`src/rtl/latency_addr_responder.sv`:
```
// Responder for the softmax control unit: four stage-latency counters returning
// *_latency_cnt_done, plus two wrapping read-address generators for RAM1/RAM2.

// state     | meaning
// ----------+-----------------------------------------------
// ST_IDLE   | cnt=0, done=0, waiting for en
// ST_COUNT  | 1 <= cnt < LAT, done=0
// ST_DONE   | cnt=LAT, done=1, held while en stays high
module latency_counter #(
  parameter int LAT   = 4,
  parameter int CNT_W = 8
) (
  input  logic clk,
  input  logic rst,
  input  logic en,
  output logic done
);

  typedef enum logic [1:0] {
    ST_IDLE  = 2'd0,
    ST_COUNT = 2'd1,
    ST_DONE  = 2'd2
  } state_t;

  localparam logic [CNT_W-1:0] LAT_C = CNT_W'(LAT);

  state_t           state_q, state_d;
  logic [CNT_W-1:0] cnt_q, cnt_d;
  logic             done_q, done_d;

  always_ff @(posedge clk) begin
    if (rst) begin
      state_q <= ST_IDLE;
      cnt_q   <= '0;
      done_q  <= 1'b0;
    end else begin
      state_q <= state_d;
      cnt_q   <= cnt_d;
      done_q  <= done_d;
    end
  end

  always_comb begin
    state_d = state_q;
    cnt_d   = cnt_q;
    done_d  = done_q;
    if (!en) begin
      // Dropping en aborts from any state; the next enable restarts the full count.
      state_d = ST_IDLE;
      cnt_d   = '0;
      done_d  = 1'b0;
    end else begin
      case (state_q)
        ST_IDLE, ST_COUNT: begin
          cnt_d = cnt_q + 1'b1;
          if (cnt_d == LAT_C) begin
            state_d = ST_DONE;
            done_d  = 1'b1;
          end else begin
            state_d = ST_COUNT;
            done_d  = 1'b0;
          end
        end
        ST_DONE: begin
          cnt_d  = LAT_C;
          done_d = 1'b1;
        end
        default: begin
          state_d = ST_IDLE;
          cnt_d   = '0;
          done_d  = 1'b0;
        end
      endcase
    end
  end

  assign done = done_q;

endmodule

module addr_gen #(
  parameter int TOTAL_VALUES = 5,
  parameter int ADDR_W       = 10
) (
  input  logic              clk,
  input  logic              rst,
  input  logic              en,
  output logic [ADDR_W-1:0] addr,
  output logic              wrap
);

  localparam logic [ADDR_W-1:0] LAST_C = ADDR_W'(TOTAL_VALUES - 1);

  logic [ADDR_W-1:0] addr_q, addr_d;
  logic              wrap_q, wrap_d;

  always_ff @(posedge clk) begin
    if (rst) begin
      addr_q <= '0;
      wrap_q <= 1'b0;
    end else begin
      addr_q <= addr_d;
      wrap_q <= wrap_d;
    end
  end

  always_comb begin
    addr_d = addr_q;
    wrap_d = 1'b0;
    if (en) begin
      // >= rather than == so an out-of-range address can never run away.
      if (addr_q >= LAST_C) begin
        addr_d = '0;
        wrap_d = 1'b1;
      end else begin
        addr_d = addr_q + 1'b1;
      end
    end
  end

  assign addr = addr_q;
  assign wrap = wrap_q;

endmodule

module latency_addr_responder #(
  parameter int TOTAL_VALUES = 5,
  parameter int ADDR_W       = 10,
  parameter int EXPO_LAT     = 4,
  parameter int ACC_LAT      = 2,
  parameter int RECI_LAT     = 8,
  parameter int MULTI_LAT    = 4,
  parameter int CNT_W        = 8
) (
  input  logic              clk,
  input  logic              rst,
  input  logic              expo_latency_cnt_en,
  output logic              expo_latency_cnt_done,
  input  logic              acc_latency_cnt_en,
  output logic              acc_latency_cnt_done,
  input  logic              reci_latency_cnt_en,
  output logic              reci_latency_cnt_done,
  input  logic              multi_latency_cnt_en,
  output logic              multi_latency_cnt_done,
  input  logic              addr_gen1_en,
  output logic [ADDR_W-1:0] ram1_addr,
  output logic              ram1_wrap,
  input  logic              addr_gen2_en,
  output logic [ADDR_W-1:0] ram2_addr,
  output logic              ram2_wrap
);

  latency_counter #(.LAT(EXPO_LAT), .CNT_W(CNT_W)) u_expo_cnt (
    .clk  (clk),
    .rst  (rst),
    .en   (expo_latency_cnt_en),
    .done (expo_latency_cnt_done)
  );

  latency_counter #(.LAT(ACC_LAT), .CNT_W(CNT_W)) u_acc_cnt (
    .clk  (clk),
    .rst  (rst),
    .en   (acc_latency_cnt_en),
    .done (acc_latency_cnt_done)
  );

  latency_counter #(.LAT(RECI_LAT), .CNT_W(CNT_W)) u_reci_cnt (
    .clk  (clk),
    .rst  (rst),
    .en   (reci_latency_cnt_en),
    .done (reci_latency_cnt_done)
  );

  latency_counter #(.LAT(MULTI_LAT), .CNT_W(CNT_W)) u_multi_cnt (
    .clk  (clk),
    .rst  (rst),
    .en   (multi_latency_cnt_en),
    .done (multi_latency_cnt_done)
  );

  addr_gen #(.TOTAL_VALUES(TOTAL_VALUES), .ADDR_W(ADDR_W)) u_addr_gen1 (
    .clk  (clk),
    .rst  (rst),
    .en   (addr_gen1_en),
    .addr (ram1_addr),
    .wrap (ram1_wrap)
  );

  addr_gen #(.TOTAL_VALUES(TOTAL_VALUES), .ADDR_W(ADDR_W)) u_addr_gen2 (
    .clk  (clk),
    .rst  (rst),
    .en   (addr_gen2_en),
    .addr (ram2_addr),
    .wrap (ram2_wrap)
  );

endmodule

```
`config.mk`:
```
export PLATFORM = sky130hd
export DESIGN_NAME = latency_addr_responder
export DESIGN_NICKNAME = d
export VERILOG_FILES = /design/src/rtl/latency_addr_responder.sv
export SDC_FILE = /design/constraint.sdc
export NUM_CORES = 1
export LEC_CHECK = 0
export BUFFER_PORTS_ARGS = -buffer_cell sky130_fd_sc_hd__buf_2
export CORE_AREA = 2 2 103 75
export DETAILED_ROUTE_END_ITERATION = 10
export DIE_AREA = 0 0 105 77
export SYNTH_ARGS = -nofsm -noshare
export SYNTH_HDL_FRONTEND = slang
export SYNTH_HIERARCHICAL = 1
export SYNTH_SLANG_ARGS = --single-unit
```
`constraint.sdc`:
```
create_clock -name clk -period 2.1 [get_ports clk]
set_input_delay 0.42 -clock clk [delete_from_list [all_inputs] [get_ports clk]]
set_output_delay 0.42 -clock clk [all_outputs]
set_load 0.005 [all_outputs]
```
==> impl_results.md, run 1 <==
- # Max-Cap Violations: 0
- FF+latch area: 1321 sq um
- Slowest CP cell: o41a_1
- Yosys cell types: 49
- Commonest non-fill, non-tap cells in the layout: dfxtp_1, nor2_1, buf_2
- Critical path endpoint: u_acc_cnt/state_q[1]
- Commonest non-fill, non-tap cell in the layout: dfxtp_1
- Outcome: finished, final reports clean
- Post-route minimum period: 1794 ps
- Max FO, Critical Path: 5
- Worst Path Required: 2360 ps
- Post-detail-place hpwl: 3.843 mm
- Crit path launch type: register
- Period utilization: 85.45%
- Ys Warns: 6
- Most used DFF post-synth: dfxtp_1
- Ports: 34
- Vias in the first global route: 2082
- Slew HR: 62.79%
- RR Endpoint: u_acc_cnt/state_q[1]
- CP peak stage delay: 430 ps
- Power Density: 670.3 nW/um^2
- Clock transition at the registers of the reported paths: 70 ps
- Area Overhead vs Synth: 13.61%
- DRC viols: 0
- Drt wl/cell: 11.98 microns
- Rows: 26
- Routed WL: 5.512 mm
- Antenna violations before repair: 0
- CTS Root Cell: clkbuf_8
- Post-CTS sizing: 0
- Max-slew violation count: 0
- CTS tree: done
- CTS Buf Count: 9
- Die X: 105 microns
- H-tree Lvls: 3
- GRT Resource Usage Total: 14.58%
- Crit path from: u_acc_cnt/cnt_q[0]
- Filler Cell Count: 703
- Initial Util: 42.78%
- Reg2reg start: u_acc_cnt/cnt_q[0]
- Port bufs: 33
- Core area: 7092 sq um
- Hold Crit Class: primary input to register
- Max Buffers Root-to-Sink: 2
- TNS Setup: 0 ps
- Largest net degree at the start of global routing: 19
- Worst setup EP type: register
- Die Span Y: 77 microns
- First-pass GRT wire length: 9.639 mm
- Syn Nets: 338
- Placer Congestion: 0.8064
- Skew-Pair Late Insertion Delay: 330 ps
- Final setup viols: 0
- Worst vdd ir: 0.3229 mV
- Leak: 1.391 nW
- Vias per cell: 4.998
- Hold_buf cts: 0
- Min Hold Slack: 358.3 ps
- Antenna Cells: 0
- Sequential-to-total area share from yosys stat: 43.55%
- Reg2reg path depth: 5
- Area of the multi-input gates: 1603 sq um
- RSZ-0062 raised after global routing: no
- Hold Path Stages: 3
- Mapped Area: 3034 sq um
- Share of cells above drive strength 1: 20.17%
- Clk sinks: 66
- Worst Path Arrival: 2050 ps
- Die area: 8085 sq um
- Post-DRT Antenna Nets: 0
- Cell count after synthesis: 321
- WS Path Type: register to register
- Fin nets: 374
- Synth Area per Inst: 9.452 sq um
- Total congestion overflow: 0
- Worst-margin pin slew: 550.9 ps
- Post-CTS setup buffer count: 0
- Clk_skew: 8.458 ps
- R2r setup slk: 310 ps
- Total number of vias: 2299
- F_max: 557.3 MHz
- Synth async-reset ratio: 0%
- DRT iter0 DRCs: 54
- Final hold vios: 0
- TritonRoute pass-1 iters: 4
- Worst-path cell chain: ha_1 -> nand2_1 -> o41a_1 -> or3_1 -> a21oi_1
- Post-synth EDFFs: 0
- Post-synthesis register bit count: 66
[critical path, delay by kind of cell (launching register included)]
| family | cells | cell delay (ps) |
|---|---|---|
| and+or+nand+nor | 2 | 460 |
| AOI/OAI and AO/OA | 2 | 580 |
| adders and majority gates | 1 | 280 |
| DFF | 1 | 420 |
[layer usage]
metal	track usage, %	routed length (microns)	part of all wire [%]
met5	0	0	0
met4	4.400	42	0.76
met3	4.932	246	4.5
met2	21.23	2292	42
met1	20.34	2930	53
[report_power, final]
part	internal (W)	switching (W)
Combinational	0.0000465	0.0000598
Sequential	0.00127	0.0000255
Clock	0.000456	0.000448
[kinds of logic after synthesis]
logic type	count (synthesis)	synth area share, %
AND/OR/NAND/NOR	140	26.72
flip-flops	66	43.55
AO/OA/AOI/OAI	46	11.59
XOR/XNOR	34	9.815
buffers and inverters	23	3.629
adder cells (fa/ha/maj)	9	3.711
multiplexers	3	0.9897
[synthesized netlist by cell type, types with 3 or more instances]
cell type / instances / area share, %
xnor2_1: 19 / 5.5
nand3_1: 13 / 2.1
inv_1: 11 / 1.4
nand2_1: 12 / 1.5
xor2_1: 15 / 4.3
ha_1: 9 / 3.7
clkbuf_1: 3 / 0.37
or3_1: 8 / 1.6
nor3_1: 17 / 2.8
dfxtp_1: 66 / 44
nor2b_1: 5 / 1.0
buf_2: 5 / 0.82
nor4_1: 6 / 1.2
a41oi_1: 4 / 1.2
nand4_1: 5 / 1.0
nor2_1: 38 / 4.7
a211oi_2: 4 / 1.6
a31oi_1: 5 / 1.0
mux2i_1: 3 / 0.99
o21ai_0: 8 / 1.3
and3_1: 6 / 1.2
or2_1: 3 / 0.62
a21oi_1: 7 / 1.2
a21o_1: 4 / 0.99
and4_2: 3 / 0.99
nand2b_1: 5 / 1.0
[how the worst min path moves through the flow]
stage                      startpoint              endpoint  slack [ps]
4_1_cts           expo_latency_cnt_en   u_expo_cnt/cnt_q[2]         340
6_report          expo_latency_cnt_en   u_expo_cnt/cnt_q[2]         360
3_3_place_gp   u_multi_cnt/state_q[0]  u_multi_cnt/cnt_q[2]         420
5_1_grt           expo_latency_cnt_en   u_expo_cnt/cnt_q[2]         370
2_1_floorplan   u_expo_cnt/state_q[0]   u_expo_cnt/cnt_q[2]         420
3_5_place_dp   u_multi_cnt/state_q[0]  u_multi_cnt/cnt_q[2]         430
[layout make-up]
cell class                 instances  area share, %
clock inverter                     3         0.4356
tap                               98          3.557
sequential                        66          38.33
timing repair buffer              37          5.662
multi-input combinational        232          46.50
inverter                          11          1.198
clock buffer                      13          4.319
[sequential cells by signal (all words and copies together), names as in the netlist, 2 cells and up]
register / cells
u_acc_cnt/cnt_q: 8
u_acc_cnt/state_q: 2
u_addr_gen1/addr: 10
u_addr_gen2/addr: 10
u_expo_cnt/cnt_q: 8
u_expo_cnt/state_q: 2
u_multi_cnt/cnt_q: 8
u_multi_cnt/state_q: 2
u_reci_cnt/cnt_q: 8
u_reci_cnt/state_q: 2
[per-stage QoR]
| stage | setup slack [ps] | instances | cell area, sq um | total power, W | utilization (%) |
|---|---|---|---|---|---|
| final | 305.5 | 460 | 3447 | 0.002311 | 48.61 |
| after global routing | 145.2 | 460 | 3447 | 0.002430 | 48.61 |
| after CTS | 296.2 | 460 | 3447 | 0.002355 | 48.61 |
| after detailed placement | 295.7 | 444 | 3283 | 0.001437 | 46.29 |
| after global placement | 372.1 | 444 | 3283 | 0.001433 | 46.29 |
| after floorplan | 449.3 | 321 | 3034 | 0.001403 | - |
No activity file was read; power rests on OpenSTA's default activity.
==> inputs of run 2 (changes only) <==
CORE_AREA = 2 2 102 75   (was 2 2 103 75)
DIE_AREA = 0 0 104 77   (was 0 0 105 77)
REMOVE_ABC_BUFFERS = 1   (was unset)
SYNTH_HIERARCHICAL = unset   (was 1)
==> run 2 against run 1 <==
  * Clock power grew 2%
  * Setup slack gained 22 ps
  * Synthesized area shrank 1.0%
  * Die area shrank 0.95%
  * Design area shrank 1.9%
  * Final cell count shrank 0.87%
  * Sequential share of layout area grew 0.74 points
  * Wire length shrank 0.20%
  * Non-clock buffer count shrank 4
  * Critical path type unchanged
==> impl_results.md, run 2 <==
- Outcome: finished, final reports clean (unchanged)
- Post-route minimum period: 1772 ps (was 1794 ps)
- Port bufs: 33 (unchanged)
- Clk_skew: 8.562 ps (was 8.458 ps)
- Antenna Cells: 0 (unchanged)
- Yosys cell types: 51 (was 49)
- Crit path launch type: register (unchanged)
- Commonest cells in the netlist: dfxtp_1, nor2_1, xor2_1, xnor2_1, nand2_1 (was dfxtp_1, nor2_1, xnor2_1, nor3_1, xor2_1)
- Slew HR: 61.80% (was 62.79%)
- Commonest non-fill, non-tap cell in the layout: dfxtp_1 (unchanged)
- Synth async-reset ratio: 0% (unchanged)
- Antenna violations before repair: 0 (unchanged)
- Worst setup EP type: register (unchanged)
- F_max: 564.3 MHz (was 557.3 MHz)
- Ys Warns: 0 (was 6)
- Cell taking the most area after synthesis: dfxtp_1 (unchanged)
- Most used DFF post-synth: dfxtp_1 (unchanged)
- Total congestion overflow: 0 (unchanged)
- Mapped Area: 3003 sq um (was 3034 sq um)
- Ports: 34 (unchanged)
- CTS tree: done (unchanged)
- First-pass GRT wire length: 9.618 mm (was 9.639 mm)
- Final core occ: 48.13% (was 48.61%)
- Crit path from: u_expo_cnt.cnt_q[0] (was u_acc_cnt/cnt_q[0])
- Filler Cell Count: 707 (was 703)
- CTS Root Cell: clkbuf_8 (unchanged)
- DRT iter0 DRCs: 66 (was 54)
- TNS Setup: 0 ps (unchanged)
- # Max-Cap Violations: 0 (unchanged)
- Hold Crit Class: primary input to register (unchanged)
- Post-synthesis register bit count: 66 (unchanged)
- Max Buffers Root-to-Sink: 2 (unchanged)
- Worst Path Required: 2320 ps (was 2360 ps)
- Final hold vios: 0 (unchanged)
- Max FO, Critical Path: 8 (was 5)
- Largest net degree at the start of global routing: 11 (was 19)
- Synth top area share: 44.00% (was 43.55%)
- Total number of vias: 2277 (was 2299)
- Clk sinks: 66 (unchanged)
- Post-CTS setup buffer count: 0 (unchanged)
- Synth area leaders: dfxtp_1, xor2_1, nor2_1 (was dfxtp_1, xnor2_1, nor2_1)
- Min Hold Slack: 383.2 ps (was 358.3 ps)
- Fin cells: 456 (was 460)
- Reg2reg start: u_expo_cnt.cnt_q[0] (was u_acc_cnt/cnt_q[0])
- Final setup viols: 0 (unchanged)
- Max-slew violation count: 0 (unchanged)
- Cell count after synthesis: 322 (was 321)
- Fin nets: 374 (unchanged)
- Die X: 104 microns (was 105 microns)
- Routed WL: 5.501 mm (was 5.512 mm)
- RSZ-0062 raised after global routing: no (unchanged)
- Skew-Pair Late Insertion Delay: 330 ps (about the same)
- Placer Congestion: 0.7995 (was 0.8064)
- Placed instance area: 3212 sq um (was 3283 sq um)
- Hold_buf cts: 0 (unchanged)
- DRC viols: 0 (unchanged)
- TritonRoute pass-1 iters: 4 (unchanged)
- Sequential-to-total area share from yosys stat: 44.00% (was 43.55%)
- Power Density: 687.4 nW/um^2 (was 670.3 nW/um^2)
- Clock transition at the registers of the reported paths: 70 ps (about the same)
- Worst vdd ir: 0.3775 mV (was 0.3229 mV)
- Rows: 26 (unchanged)
- Placed cells: 441 (was 444)
- Worst Path Arrival: 1990 ps (was 2050 ps)
- Post-DRT Antenna Nets: 0 (unchanged)
- Drt wl/cell: 12.06 microns (was 11.98 microns)
- Leak: 1.370 nW (was 1.391 nW)
- Post-synth EDFFs: 0 (unchanged)
- Vias in the first global route: 2156 (was 2082)
- GRT Resource Usage Total: 14.66% (was 14.58%)
- Share of cells above drive strength 1: 20.39% (was 20.17%)
- Post-detail-place hpwl: 3.907 mm (was 3.843 mm)
- Final Cell Area: 3382 sq um (was 3447 sq um)
- Period utilization: 84.39% (was 85.45%)
- CTS Buf Count: 9 (unchanged)
- Most frequent cell after synthesis: dfxtp_1 (unchanged)
- Vias per cell: 4.993 (was 4.998)
- FF+latch area: 1321 sq um (unchanged)
- Area Overhead vs Synth: 12.62% (was 13.61%)
- Commonest non-fill, non-tap cells in the layout: dfxtp_1, nor2_1, buf_2 (unchanged)
- Initial Util: 42.74% (was 42.78%)
- Area of the multi-input gates: 1569 sq um (was 1603 sq um)
- Worst-margin pin slew: 573.1 ps (was 550.9 ps)
- Synth Area per Inst: 9.326 sq um (was 9.452 sq um)
- Hold Crit Start: rst (was expo_latency_cnt_en)
- WS Path Type: register to register (unchanged)
- Core area: 7027 sq um (was 7092 sq um)
- Die area: 8008 sq um (was 8085 sq um)
- H-tree Lvls: 3 (unchanged)
- Die Span Y: 77 microns (unchanged)
- Post-CTS sizing: 0 (unchanged)
-- run 2: cell types whose count changed in the layout (fill, tap and decap cells not counted), moves of 5 or more --
cell / previous run / this run
or3_1: 8 / 3
nor3_1: 17 / 3
nor4_1: 6 / 0
nor2_1: 38 / 43
xor2_1: 15 / 22
nor2_2: 0 / 10
nand2b_1: 5 / 11
-- run 2: layout make-up --
type	instances	area share [%]
sequential	66	39.07
clock inverter	3	0.4440
tap	98	3.626
multi-input combinational	235	46.39
inverter	9	0.9989
clock buffer	12	4.588
timing repair buffer	33	4.883
-- run 2: worst paths after layout --
path | endpoint | slack [ps] | cells past startpoint
min | u_addr_gen1.wrap | 380 | 2
max | u_expo_cnt.done | 330 | 5
max reg2reg | u_expo_cnt.done | 330 | 5
min reg2reg | u_reci_cnt.cnt_q[3] | 430 | 1
-- run 2: per-layer routing --
| layer | routed length [microns] | vias to the layer above | GRT usage (%) |
|---|---|---|---|
| met3 | 271 | 5 | 5.187 |
| met1 | 2886 | 1058 | 18.92 |
| met2 | 2302 | 42 | 22.63 |
| met4 | 40 | 0 | 5.405 |
| met5 | 0 | - | 0 |
| li1 | - | 1172 | - |
-- run 2: per-stage QoR --
step                power, W  setup slack, ps
detailed placement  0.001434            358.3
global placement    0.001431            393.7
CTS                 0.002369            328.5
finish              0.002325            327.8
floorplan           0.001391            543.5
global route        0.002434            213.5
-- run 2: logic make-up after synthesis --
kind of cell / count (synthesis) / share of synthesized area [%]
AND/OR/NAND/NOR: 136 / 24.21
AO/OA/AOI/OAI: 48 / 11.58
buffers and inverters: 21 / 3.750
flip-flops: 66 / 44.00
XOR/XNOR: 37 / 10.79
adder cells (fa/ha/maj): 12 / 5.000
multiplexers: 2 / 0.6667
-- run 2: report_power, final --
group | internal (W) | leakage [nW] | switching (W)
clock | 0.000481 | 0.0920 | 0.000440
combinational | 0.0000448 | 0.743 | 0.0000615
sequential | 0.00127 | 0.535 | 0.0000234
total | 0.00180 | 1.37 | 0.000525
-- run 2: worst max-delay path: stages (launching register included) --
cell     delay [ps]
dfxtp_1         460
ha_1            240
nand3_1         180
nor3_1          220
o21ai_0         200
o32ai_1         350
